File: config.mk
export PLATFORM = sky130hd
export DESIGN_NAME = calc_sequencer
export DESIGN_NICKNAME = d
export VERILOG_FILES = /design/src/rtl/calc_pkg.sv /design/src/rtl/bcd_digit_alu.sv /design/src/rtl/calc_sequencer.sv
export SDC_FILE = /design/constraint.sdc
export NUM_CORES = 1
export LEC_CHECK = 0
export BUFFER_PORTS_ARGS = -buffer_cell sky130_fd_sc_hd__buf_4
export CAP_MARGIN = 20
export CORE_ASPECT_RATIO = 1.75
export CORE_MARGIN = 1
export CORE_UTILIZATION = 45
export DETAILED_ROUTE_END_ITERATION = 8
export PLACE_DENSITY_LB_ADDON = 0.05
export SKIP_LAST_GASP = 1
export SYNTH_ARGS = -nofsm -noshare
export SYNTH_HDL_FRONTEND = slang
export SYNTH_SLANG_ARGS = --single-unit
File: constraint.sdc
create_clock -name clk -period 7.52 [get_ports clk]
set_input_delay 0.752 -clock clk [delete_from_list [all_inputs] [get_ports clk]]
set_output_delay 0.752 -clock clk [all_outputs]
set_load 0.02 [all_outputs]
File: src/rtl/calc_pkg.sv
// Shared types and constants for the four-digit BCD calculator sequencer.
package calc_pkg;

    typedef logic [3:0] bcd_t;

    typedef enum logic [2:0] {
        ENTRY_A = 3'd0,
        ENTRY_B = 3'd1,
        COMPUTE = 3'd2,
        RESULT  = 3'd3,
        PASS2   = 3'd4
    } state_t;

    typedef enum logic {
        OP_ADD = 1'b0,
        OP_SUB = 1'b1
    } op_t;

    localparam bcd_t       BCD_MAX   = 4'd9;
    localparam logic [4:0] BCD_RADIX = 5'd10;

    // PASS2 is a second subtract pass, so it reports the same LED code as COMPUTE.
    function automatic logic [1:0] state_mode(input state_t s);
        logic [1:0] m;
        case (s)
            ENTRY_A: m = 2'd0;
            ENTRY_B: m = 2'd1;
            COMPUTE: m = 2'd2;
            PASS2:   m = 2'd2;
            RESULT:  m = 2'd3;
            default: m = 2'd0;
        endcase
        return m;
    endfunction

endpackage

File: src/rtl/bcd_digit_alu.sv
// Combinational single-digit BCD adder/subtractor with carry/borrow in and out.
module bcd_digit_alu
    import calc_pkg::*;
(
    input  bcd_t a,
    input  bcd_t b,
    input  logic cin,
    input  op_t  op,
    output bcd_t r,
    output logic cout
);

    logic [4:0] sum_s;
    logic [4:0] need_s;

    // For subtract, cout is the borrow out and the digit is corrected by +10.
    always_comb begin
        sum_s  = {1'b0, a} + {1'b0, b} + {4'd0, cin};
        need_s = {1'b0, b} + {4'd0, cin};
        r      = 4'd0;
        cout   = 1'b0;
        case (op)
            OP_ADD: begin
                if (sum_s > {1'b0, BCD_MAX}) begin
                    r    = 4'(sum_s - BCD_RADIX);
                    cout = 1'b1;
                end else begin
                    r    = sum_s[3:0];
                    cout = 1'b0;
                end
            end
            OP_SUB: begin
                if ({1'b0, a} < need_s) begin
                    r    = 4'({1'b0, a} + BCD_RADIX - need_s);
                    cout = 1'b1;
                end else begin
                    r    = 4'({1'b0, a} - need_s);
                    cout = 1'b0;
                end
            end
            default: begin
                r    = 4'd0;
                cout = 1'b0;
            end
        endcase
    end

endmodule

File: src/rtl/calc_sequencer.sv
// Calculator control FSM: digit entry, operand capture and digit-serial BCD
// add/subtract with a second reversed pass to produce a negative magnitude.
module calc_sequencer
    import calc_pkg::*;
#(
    parameter int NUM_DIGITS = 4
) (
    input  logic                      clk,
    input  logic                      reset,
    input  logic                      clr_pulse,
    input  logic                      ent_pulse,
    input  logic [NUM_DIGITS-1:0]     digit_inc,
    input  logic                      arith_sel,
    output logic [4*NUM_DIGITS-1:0]   disp_bcd,
    output logic                      neg,
    output logic                      ovf,
    output logic                      busy,
    output logic                      result_valid,
    output logic [1:0]                mode
);

    localparam int DW = 4 * NUM_DIGITS;
    localparam int KW = (NUM_DIGITS > 1) ? $clog2(NUM_DIGITS) : 1;
    localparam logic [KW-1:0] K_LAST = KW'(NUM_DIGITS - 1);

    state_t        state_q, state_d;
    logic [DW-1:0] entry_q, entry_d;
    logic [DW-1:0] op_a_q, op_a_d;
    logic [DW-1:0] op_b_q, op_b_d;
    logic [DW-1:0] result_q, result_d;
    logic [DW-1:0] disp_q, disp_d;
    logic [KW-1:0] k_q, k_d;
    logic          carry_q, carry_d;
    logic          neg_q, neg_d;
    logic          ovf_q, ovf_d;
    logic          busy_q, busy_d;
    logic          rv_q, rv_d;
    logic [1:0]    mode_q, mode_d;
    op_t           op_latched_q, op_latched_d;
    logic          arith_prev_q, arith_prev_d;

    bcd_t          alu_a_s, alu_b_s, alu_r_s;
    logic          alu_cout_s;
    op_t           alu_op_s;

    // Each pulsed digit wraps 9 -> 0 on its own; no carry into the next digit.
    function automatic logic [DW-1:0] inc_digits(input logic [DW-1:0] v,
                                                 input logic [NUM_DIGITS-1:0] m);
        logic [DW-1:0] r;
        r = v;
        for (int i = 0; i < NUM_DIGITS; i++) begin
            if (m[i]) begin
                r[4*i +: 4] = (v[4*i +: 4] >= BCD_MAX) ? 4'd0 : v[4*i +: 4] + 4'd1;
            end else begin
                r[4*i +: 4] = v[4*i +: 4];
            end
        end
        return r;
    endfunction

    // Select digit k into the ALU; PASS2 swaps operands to form b - a.
    always_comb begin
        if (state_q == PASS2) begin
            alu_a_s  = op_b_q[{k_q, 2'b00} +: 4];
            alu_b_s  = op_a_q[{k_q, 2'b00} +: 4];
            alu_op_s = OP_SUB;
        end else begin
            alu_a_s  = op_a_q[{k_q, 2'b00} +: 4];
            alu_b_s  = op_b_q[{k_q, 2'b00} +: 4];
            alu_op_s = op_latched_q;
        end
    end

    bcd_digit_alu u_alu (
        .a    (alu_a_s),
        .b    (alu_b_s),
        .cin  (carry_q),
        .op   (alu_op_s),
        .r    (alu_r_s),
        .cout (alu_cout_s)
    );

    // Next-state and datapath updates; clear has priority over everything else.
    always_comb begin
        state_d      = state_q;
        entry_d      = entry_q;
        op_a_d       = op_a_q;
        op_b_d       = op_b_q;
        result_d     = result_q;
        k_d          = k_q;
        carry_d      = carry_q;
        neg_d        = neg_q;
        ovf_d        = ovf_q;
        op_latched_d = op_latched_q;
        arith_prev_d = arith_prev_q;

        if (clr_pulse) begin
            state_d      = ENTRY_A;
            entry_d      = {DW{1'b0}};
            op_a_d       = {DW{1'b0}};
            op_b_d       = {DW{1'b0}};
            result_d     = {DW{1'b0}};
            k_d          = {KW{1'b0}};
            carry_d      = 1'b0;
            neg_d        = 1'b0;
            ovf_d        = 1'b0;
            op_latched_d = OP_ADD;
            arith_prev_d = 1'b0;
        end else begin
            case (state_q)
                ENTRY_A: begin
                    if (ent_pulse) begin
                        op_a_d  = entry_q;
                        entry_d = {DW{1'b0}};
                        state_d = ENTRY_B;
                    end else begin
                        entry_d = inc_digits(entry_q, digit_inc);
                    end
                end
                ENTRY_B: begin
                    if (ent_pulse) begin
                        op_b_d       = entry_q;
                        op_latched_d = op_t'(arith_sel);
                        arith_prev_d = arith_sel;
                        k_d          = {KW{1'b0}};
                        carry_d      = 1'b0;
                        state_d      = COMPUTE;
                    end else begin
                        entry_d = inc_digits(entry_q, digit_inc);
                    end
                end
                COMPUTE, PASS2: begin
                    result_d[{k_q, 2'b00} +: 4] = alu_r_s;
                    carry_d = alu_cout_s;
                    k_d     = k_q + KW'(1'b1);
                    if (k_q == K_LAST) begin
                        k_d = {KW{1'b0}};
                        if (state_q == PASS2) begin
                            neg_d   = 1'b1;
                            state_d = RESULT;
                        end else if (op_latched_q == OP_ADD) begin
                            ovf_d   = alu_cout_s;
                            state_d = RESULT;
                        end else if (alu_cout_s) begin
                            // a < b: rerun as b - a to get the magnitude.
                            carry_d = 1'b0;
                            state_d = PASS2;
                        end else begin
                            neg_d   = 1'b0;
                            state_d = RESULT;
                        end
                    end else begin
                        state_d = state_q;
                    end
                end
                RESULT: begin
                    if (ent_pulse) begin
                        entry_d = {DW{1'b0}};
                        neg_d   = 1'b0;
                        ovf_d   = 1'b0;
                        state_d = ENTRY_A;
                    end else if (arith_sel != arith_prev_q) begin
                        op_latched_d = op_t'(arith_sel);
                        arith_prev_d = arith_sel;
                        neg_d        = 1'b0;
                        ovf_d        = 1'b0;
                        k_d          = {KW{1'b0}};
                        carry_d      = 1'b0;
                        state_d      = COMPUTE;
                    end else begin
                        state_d = RESULT;
                    end
                end
                default: begin
                    state_d = ENTRY_A;
                end
            endcase
        end
    end

    // Status outputs are registered from the next state so they line up with it.
    always_comb begin
        busy_d = (state_d == COMPUTE) || (state_d == PASS2);
        mode_d = state_mode(state_d);
        rv_d   = (state_d == RESULT) && (state_q != RESULT);
        case (state_d)
            ENTRY_A, ENTRY_B: disp_d = entry_d;
            RESULT:           disp_d = result_d;
            default:          disp_d = disp_q;
        endcase
    end

    // State and datapath registers.
    always_ff @(posedge clk or posedge reset) begin
        if (reset) begin
            state_q      <= ENTRY_A;
            entry_q      <= {DW{1'b0}};
            op_a_q       <= {DW{1'b0}};
            op_b_q       <= {DW{1'b0}};
            result_q     <= {DW{1'b0}};
            disp_q       <= {DW{1'b0}};
            k_q          <= {KW{1'b0}};
            carry_q      <= 1'b0;
            neg_q        <= 1'b0;
            ovf_q        <= 1'b0;
            busy_q       <= 1'b0;
            rv_q         <= 1'b0;
            mode_q       <= 2'd0;
            op_latched_q <= OP_ADD;
            arith_prev_q <= 1'b0;
        end else begin
            state_q      <= state_d;
            entry_q      <= entry_d;
            op_a_q       <= op_a_d;
            op_b_q       <= op_b_d;
            result_q     <= result_d;
            disp_q       <= disp_d;
            k_q          <= k_d;
            carry_q      <= carry_d;
            neg_q        <= neg_d;
            ovf_q        <= ovf_d;
            busy_q       <= busy_d;
            rv_q         <= rv_d;
            mode_q       <= mode_d;
            op_latched_q <= op_latched_d;
            arith_prev_q <= arith_prev_d;
        end
    end

    assign disp_bcd     = disp_q;
    assign neg          = neg_q;
    assign ovf          = ovf_q;
    assign busy         = busy_q;
    assign result_valid = rv_q;
    assign mode         = mode_q;

endmodule
==> results of run 1 <==
stage by stage:
| step | total power [mW] | utilization, % | hold slack, ps | setup slack (ps) |
|---|---|---|---|---|
| after floorplan | 0.629 | - | 495 | 3070 |
| after global placement | 0.675 | 48.6 | 473 | 2610 |
| after detailed placement | 0.677 | 48.6 | 478 | 2450 |
| after CTS | 1.13 | 51.1 | 335 | 2470 |
| after global routing | 1.17 | 51.2 | 343 | 2210 |
| final | 1.12 | 51.2 | 333 | 2500 |
report_power, final:
part,switching [mW],internal [mW],total (mW)
Clock,0.199,0.259,0.457
Combinational,0.0949,0.0443,0.139
Sequential,0.0173,0.511,0.528
Total,0.311,0.814,1.12
placed cells by master, fill, tap and decap left out, drive strengths merged, types with 3 or more instances in the layout:
| cell | n |
|---|---|
| nand2 | 131 |
| dfrtp | 93 |
| a21oi | 60 |
| buf | 35 |
| nor2 | 34 |
| inv | 32 |
| ha | 30 |
| o21ai | 24 |
| a22oi | 14 |
| nand4 | 12 |
| mux2i | 12 |
| nor3 | 11 |
| clkbuf | 9 |
| xnor2 | 8 |
| mux4 | 8 |
| o21a | 7 |
| o221ai | 7 |
| o31ai | 7 |
| and3 | 6 |
| or3 | 6 |
| nand3 | 6 |
| nor3b | 5 |
| a221oi | 5 |
| nor2b | 4 |
| nand2b | 4 |
| a21o | 4 |
| fa | 4 |
| a21boi | 3 |
| xor2 | 3 |
| or2 | 3 |
flip-flops by register name (all words and copies together) (netlist names):
register / flops
op_b_q: 16
ovf: 1
state_q: 3
entry_q: 16
disp_bcd: 16
neg: 1
op_a_q: 16
busy: 1
result_q: 16
arith_prev_q: 1
result_valid: 1
mode: 2
carry_q: 1
k_q: 2
layout make-up:
class / count / area, um2 / share of cell area (%)
clock inverters: 6 / 68.8 / 1.13
multi-input cells: 452 / 2940 / 48.1
clock buffers: 9 / 225 / 3.68
flip-flops and latches: 93 / 2330 / 38.1
repair buffers: 35 / 270 / 4.42
inverters: 29 / 111 / 1.82
well taps: 137 / 171 / 2.80
final timing paths:
kind                            slack (ps)  cells after the start                        to
worst max-delay path                  2500                     12  disp_bcd[14]$_DFFE_PP0P_
worst max register to register        2500                     12  disp_bcd[14]$_DFFE_PP0P_
max in group asynchronous             5940                      3    op_a_q[14]$_DFFE_PP0P_
worst min-delay path                   330                      2   disp_bcd[0]$_DFFE_PP0P_
min in group clk                       490                      2  disp_bcd[12]$_DFFE_PP0P_
worst min register to register         490                      2  disp_bcd[12]$_DFFE_PP0P_
layer usage:
metal | global-route usage [%] | vias to the layer above | wire length, um
met4 | 10.8 | 0 | 509
met3 | 3.22 | 32 | 396
met1 | 28.9 | 2188 | 5670
li1 | - | 2159 | -
met2 | 43.9 | 88 | 7880
met5 | 0 | - | 0
cells by family (layout without fill, tap and decap cells):
family / after synthesis / count (layout) / share of synthesized area (%)
AOI/OAI and AO/OA: 155 / 155 / 18.7
DFF: 93 / 93 / 42.3
muxes: 21 / 21 / 5.66
adders and majority gates: 34 / 34 / 8.28
and+or+nand+nor: 231 / 231 / 18.9
xor gates and xnor gates: 11 / 11 / 1.75
buffers and inverters: 63 / 79 / 4.43
worst reg2reg max path: stages, from the launching register on:
cell      delay, ps
dfrtp_1         880
mux4_2          610
mux2i_1         210
inv_1            90
fa_1            440
fa_1            420
xnor2_1         170
and2_1          190
o31ai_1         540
mux2_2          400
mux2i_1         560
a221oi_1        170
o31ai_1         250
==> impl_metrics.tcl, run 1 <==
set metrics [dict create \
    start_util_pct 46.1 \
    vdd_drop_max_mv 0.142 \
    tightestPinTransition_ps 995 \
    numCtsBuffers 9 \
    ys_ff_latch 93 \
    via_per_inst 5.87 \
    startpoint "k_q[0]$_DFFE_PP0P_" \
    vias 4467 \
    routedWlPerCell_um 19.0 \
    cp.required_ps 7770 \
    dr.first_iter.drc_count 348 \
    ios 31 \
    drc 0 \
    clk_latency_ps 340 \
    min_period_ps 5020 \
    yosysWarnings 0 \
    grt_max_degree 78 \
    dp_hpwl_um 10700 \
    postCtsHoldBufs 0 \
    hold_path_class "input pin to async pin" \
    final_max_slew_viol_count 0 \
    synth.largest_area_cell "dfrtp_1" \
    async_flop_share_pct 100 \
    die_area_um2 12700 \
    synth_top_area_share_pct 42.3 \
    placed_cell_area_um2 5810 \
    max_stage_delay_ps 880 \
    maxCapViolCount 0 \
    start_kind "flip-flop" \
    ys_types 63 \
    finalNetCount 663 \
    stdcell_count 761 \
    cts_setup_buffers 0 \
    cellLeakagePower_nw 2.74 \
    syn_nets 651 \
    cp_top_family "multiplexers" \
    cp-end-kind "flip-flop" \
    crit_path_max_fanout 17 \
    track_usage_pct 24.5 \
    grt_pass1_wl_um 23700 \
    rows 53 \
    run_status "completed" \
    path_clk_slew_ps 70 \
    synthCells 608 \
    root_buffer "clkbuf_16" \
    setup_viol 0 \
    fin_tns_setup_ps 0 \
    ys.flop_type "dfrtp_1" \
    synth_edf_count 0 \
    skew_ps 7.26 \
    crit_arrival_ps 5270 \
    critPathKind "flip-flop to flip-flop" \
    design_area_um2 6110 \
    cts_tree "built" \
    reg2reg_from "k_q[0]$_DFFE_PP0P_" \
    synth_commonest_cells "131 x nand2_1, 93 x dfrtp_1, 59 x a21oi_1" \
    synth_area_um2 5500 \
    gr-total-overflow 0 \
    slew_headroom_pct 33.7 \
    seq_area_frac_synth_pct 42.3 \
    hold_violations 0 \
    port_buffers 30 \
    antenna_left 0 \
    rsz0062_at_grt "false" \
    cts.sinks 93 \
    totalWireLength_um 14500 \
    fmax_ghz 0.199 \
    placed_cells 745 \
    core_um2 11900 \
    yosysMostFrequentCell "nand2_1" \
    slowest_stage "dfrtp_1" \
    fill_cells 1130 \
    clock_path_buffers 2 \
    area_delta_synth_final_pct 11.1 \
    die_height_um 148 \
    critPathBufInv 1 \
    gp_congestion 0.859 \
    antenna_found_initial 0 \
    synth_area_leaders "dfrtp_1 42%, nand2_1 8.9%, ha_1 6.8%, a21oi_1 5.4%, mux4_2 3.3%" \
    drtPass1Iterations 5 \
    chipWidth_um 85.6 \
    cts.htree.levels 3 \
    path_cells "mux4_2 -> mux2i_1 -> inv_1 -> fa_1 -> fa_1 -> xnor2_1 -> and2_1 -> o31ai_1 -> mux2_2 -> mux2i_1 -> a221oi_1 -> o31ai_1" \
    diodes 0 \
    drive_gt1_share_pct 11.5 \
    first_global_vias 4540 \
    fin_crit_sh_pct 66.8 \
    postCtsResizedCells 0 \
    syn_avg_cell_area_um2 9.05 \
    p_per_area_nw_per_um2 184 \
]
Power figures use the tool's default switching activity.
==> run 2, diff against run 1 <==
- clock period: 7.52 -> 4.8 ns (I/O delays scaled with it)
==> impl_metrics.tcl, run 2 (synthesis gave the netlist of run 1 again) <==
set metrics [dict create \
    run_status "completed" \
    fin_tns_setup_ps 0 \
    track_usage_pct 25.2 \
    hold_path_class "input pin to async pin" \
    drive_gt1_share_pct 12.8 \
    drtPass1Iterations 5 \
    start_util_pct 46.1 \
    first_global_vias 4587 \
    root_buffer "clkbuf_16" \
    power.share.switching_pct 28.6 \
    crit_arrival_ps 4720 \
    cts.sinks 93 \
    maxCapViolCount 0 \
    vias 4521 \
    drc 0 \
    routedWlPerCell_um 19.9 \
    skew_ps 9.54 \
    clk_latency_ps 340 \
    hold_violations 0 \
    area_delta_synth_final_pct 11.8 \
    die_height_um 148 \
    cp.required_ps 5060 \
    cellLeakagePower_nw 2.77 \
    p_int_mw 1.23 \
    chipWidth_um 85.6 \
    design_area_um2 6150 \
    fmax_ghz 0.224 \
    cts.htree.levels 3 \
    p_comb_share_pct 13.8 \
    numCtsBuffers 9 \
    start_kind "flip-flop" \
    switchingPower_uw 492 \
    postCtsHoldBufs 0 \
    min_period_ps 4460 \
    dr.first_iter.drc_count 318 \
    path_clk_slew_ps 70 \
    seq_power_share_pct 47.6 \
    diodes 0 \
    p_clk_share_pct 38.6 \
    placed_cells 755 \
    critPathKind "flip-flop to flip-flop" \
    dp_hpwl_um 11500 \
    via_per_inst 5.86 \
    r2r_slack_ps 340 \
    grt_pass1_wl_um 24100 \
    clock_path_buffers 2 \
    antenna_found_initial 0 \
    placed_cell_area_um2 5880 \
    slew_headroom_pct 37.7 \
    rows 53 \
    core_um2 11900 \
    gp_congestion 0.867 \
    cts_tree "built" \
    antenna_left 0 \
    vdd_drop_max_mv 0.185 \
    final_max_slew_viol_count 0 \
    crit_path_max_fanout 13 \
    finalNetCount 672 \
    rsz0062_at_grt "false" \
    layout_common_cells "131 x nand2_1, 93 x dfrtp_1, 59 x a21oi_1" \
    grt_max_degree 77 \
    ios 31 \
    postCtsResizedCells 0 \
    mostFrequentLayoutCell "nand2_1" \
    totalWireLength_um 15300 \
    fin_crit_sh_pct 92.9 \
    cts_setup_buffers 0 \
    setup_viol 0 \
    p_per_area_nw_per_um2 280 \
    port_buffers 30 \
    cp-end-kind "flip-flop" \
    tightestPinTransition_ps 927 \
    stdcell_count 771 \
    gr-total-overflow 0 \
    die_area_um2 12700 \
]
==> run 2: path summary, 6_finish.rpt <==
check                                   startpoint                  endpoint  cells after the start
max                             k_q[1]$_DFFE_PP0P_   disp_bcd[1]$_DFFE_PP0P_                     13
min                                          reset  disp_bcd[12]$_DFFE_PP0P_                      2
max reg2reg                     k_q[1]$_DFFE_PP0P_   disp_bcd[1]$_DFFE_PP0P_                     13
min reg2reg                disp_bcd[8]$_DFFE_PP0P_   disp_bcd[8]$_DFFE_PP0P_                      2
max in group asynchronous                    reset      entry_q[1]$_DFF_PP0_                      3
min in group clk                         arith_sel  arith_prev_q$_DFFE_PP0P_                      3
==> run 2: power by group through the flow <==
stage / combinational (mW) / sequential, mW / clock (mW)
finish: 0.238 / 0.820 / 0.665
global route: 0.263 / 0.822 / 0.709
global placement: 0.236 / 0.834 / 0
detailed placement: 0.239 / 0.835 / 0
CTS: 0.239 / 0.820 / 0.681
floorplan: 0.150 / 0.836 / 0
==> run 2: per-stage QoR <==
stage               hold slack [ps]  util, %  power [mW]  setup WS [ps]
floorplan                       495        -       0.986            348
detailed placement              475     49.3        1.07            272
global placement                468     49.3        1.07            436
CTS                             310     51.6        1.74            327
finish                          275     51.6        1.72            341
global route                    338     51.6        1.79           48.5
==> run 2: per-layer routing <==
metal	vias up	track usage [%]	share of wire (%)	wire length [um]
met5	-	0	0	0
met1	2201	28.2	39	5950
li1	2170	-	-	-
met3	28	3.77	3.1	475
met4	0	9.17	3.0	454
met2	122	47.4	55	8430
==> run 2: critical path, stage by stage, from the launching register on <==
cell,delay (ps)
dfrtp_1,700
mux4_2,430
mux2i_1,210
inv_1,90
fa_1,430
fa_1,430
xnor2_1,190
and2_1,210
o31ai_1,330
buf_4,200
xnor2_1,60
mux2i_1,590
a22oi_1,270
o221ai_1,240
==> run 2: final cells by class <==
| class | instances | area, um2 |
|---|---|---|
| Sequential cell | 93 | 2330 |
| Inverter | 29 | 111 |
| Clock inverter | 6 | 43.8 |
| Tap cell | 137 | 171 |
| Multi-Input combinational cell | 452 | 2940 |
| Clock buffer | 10 | 229 |
| Fill cell | 1137 | 5780 |
| Timing Repair Buffer | 44 | 330 |
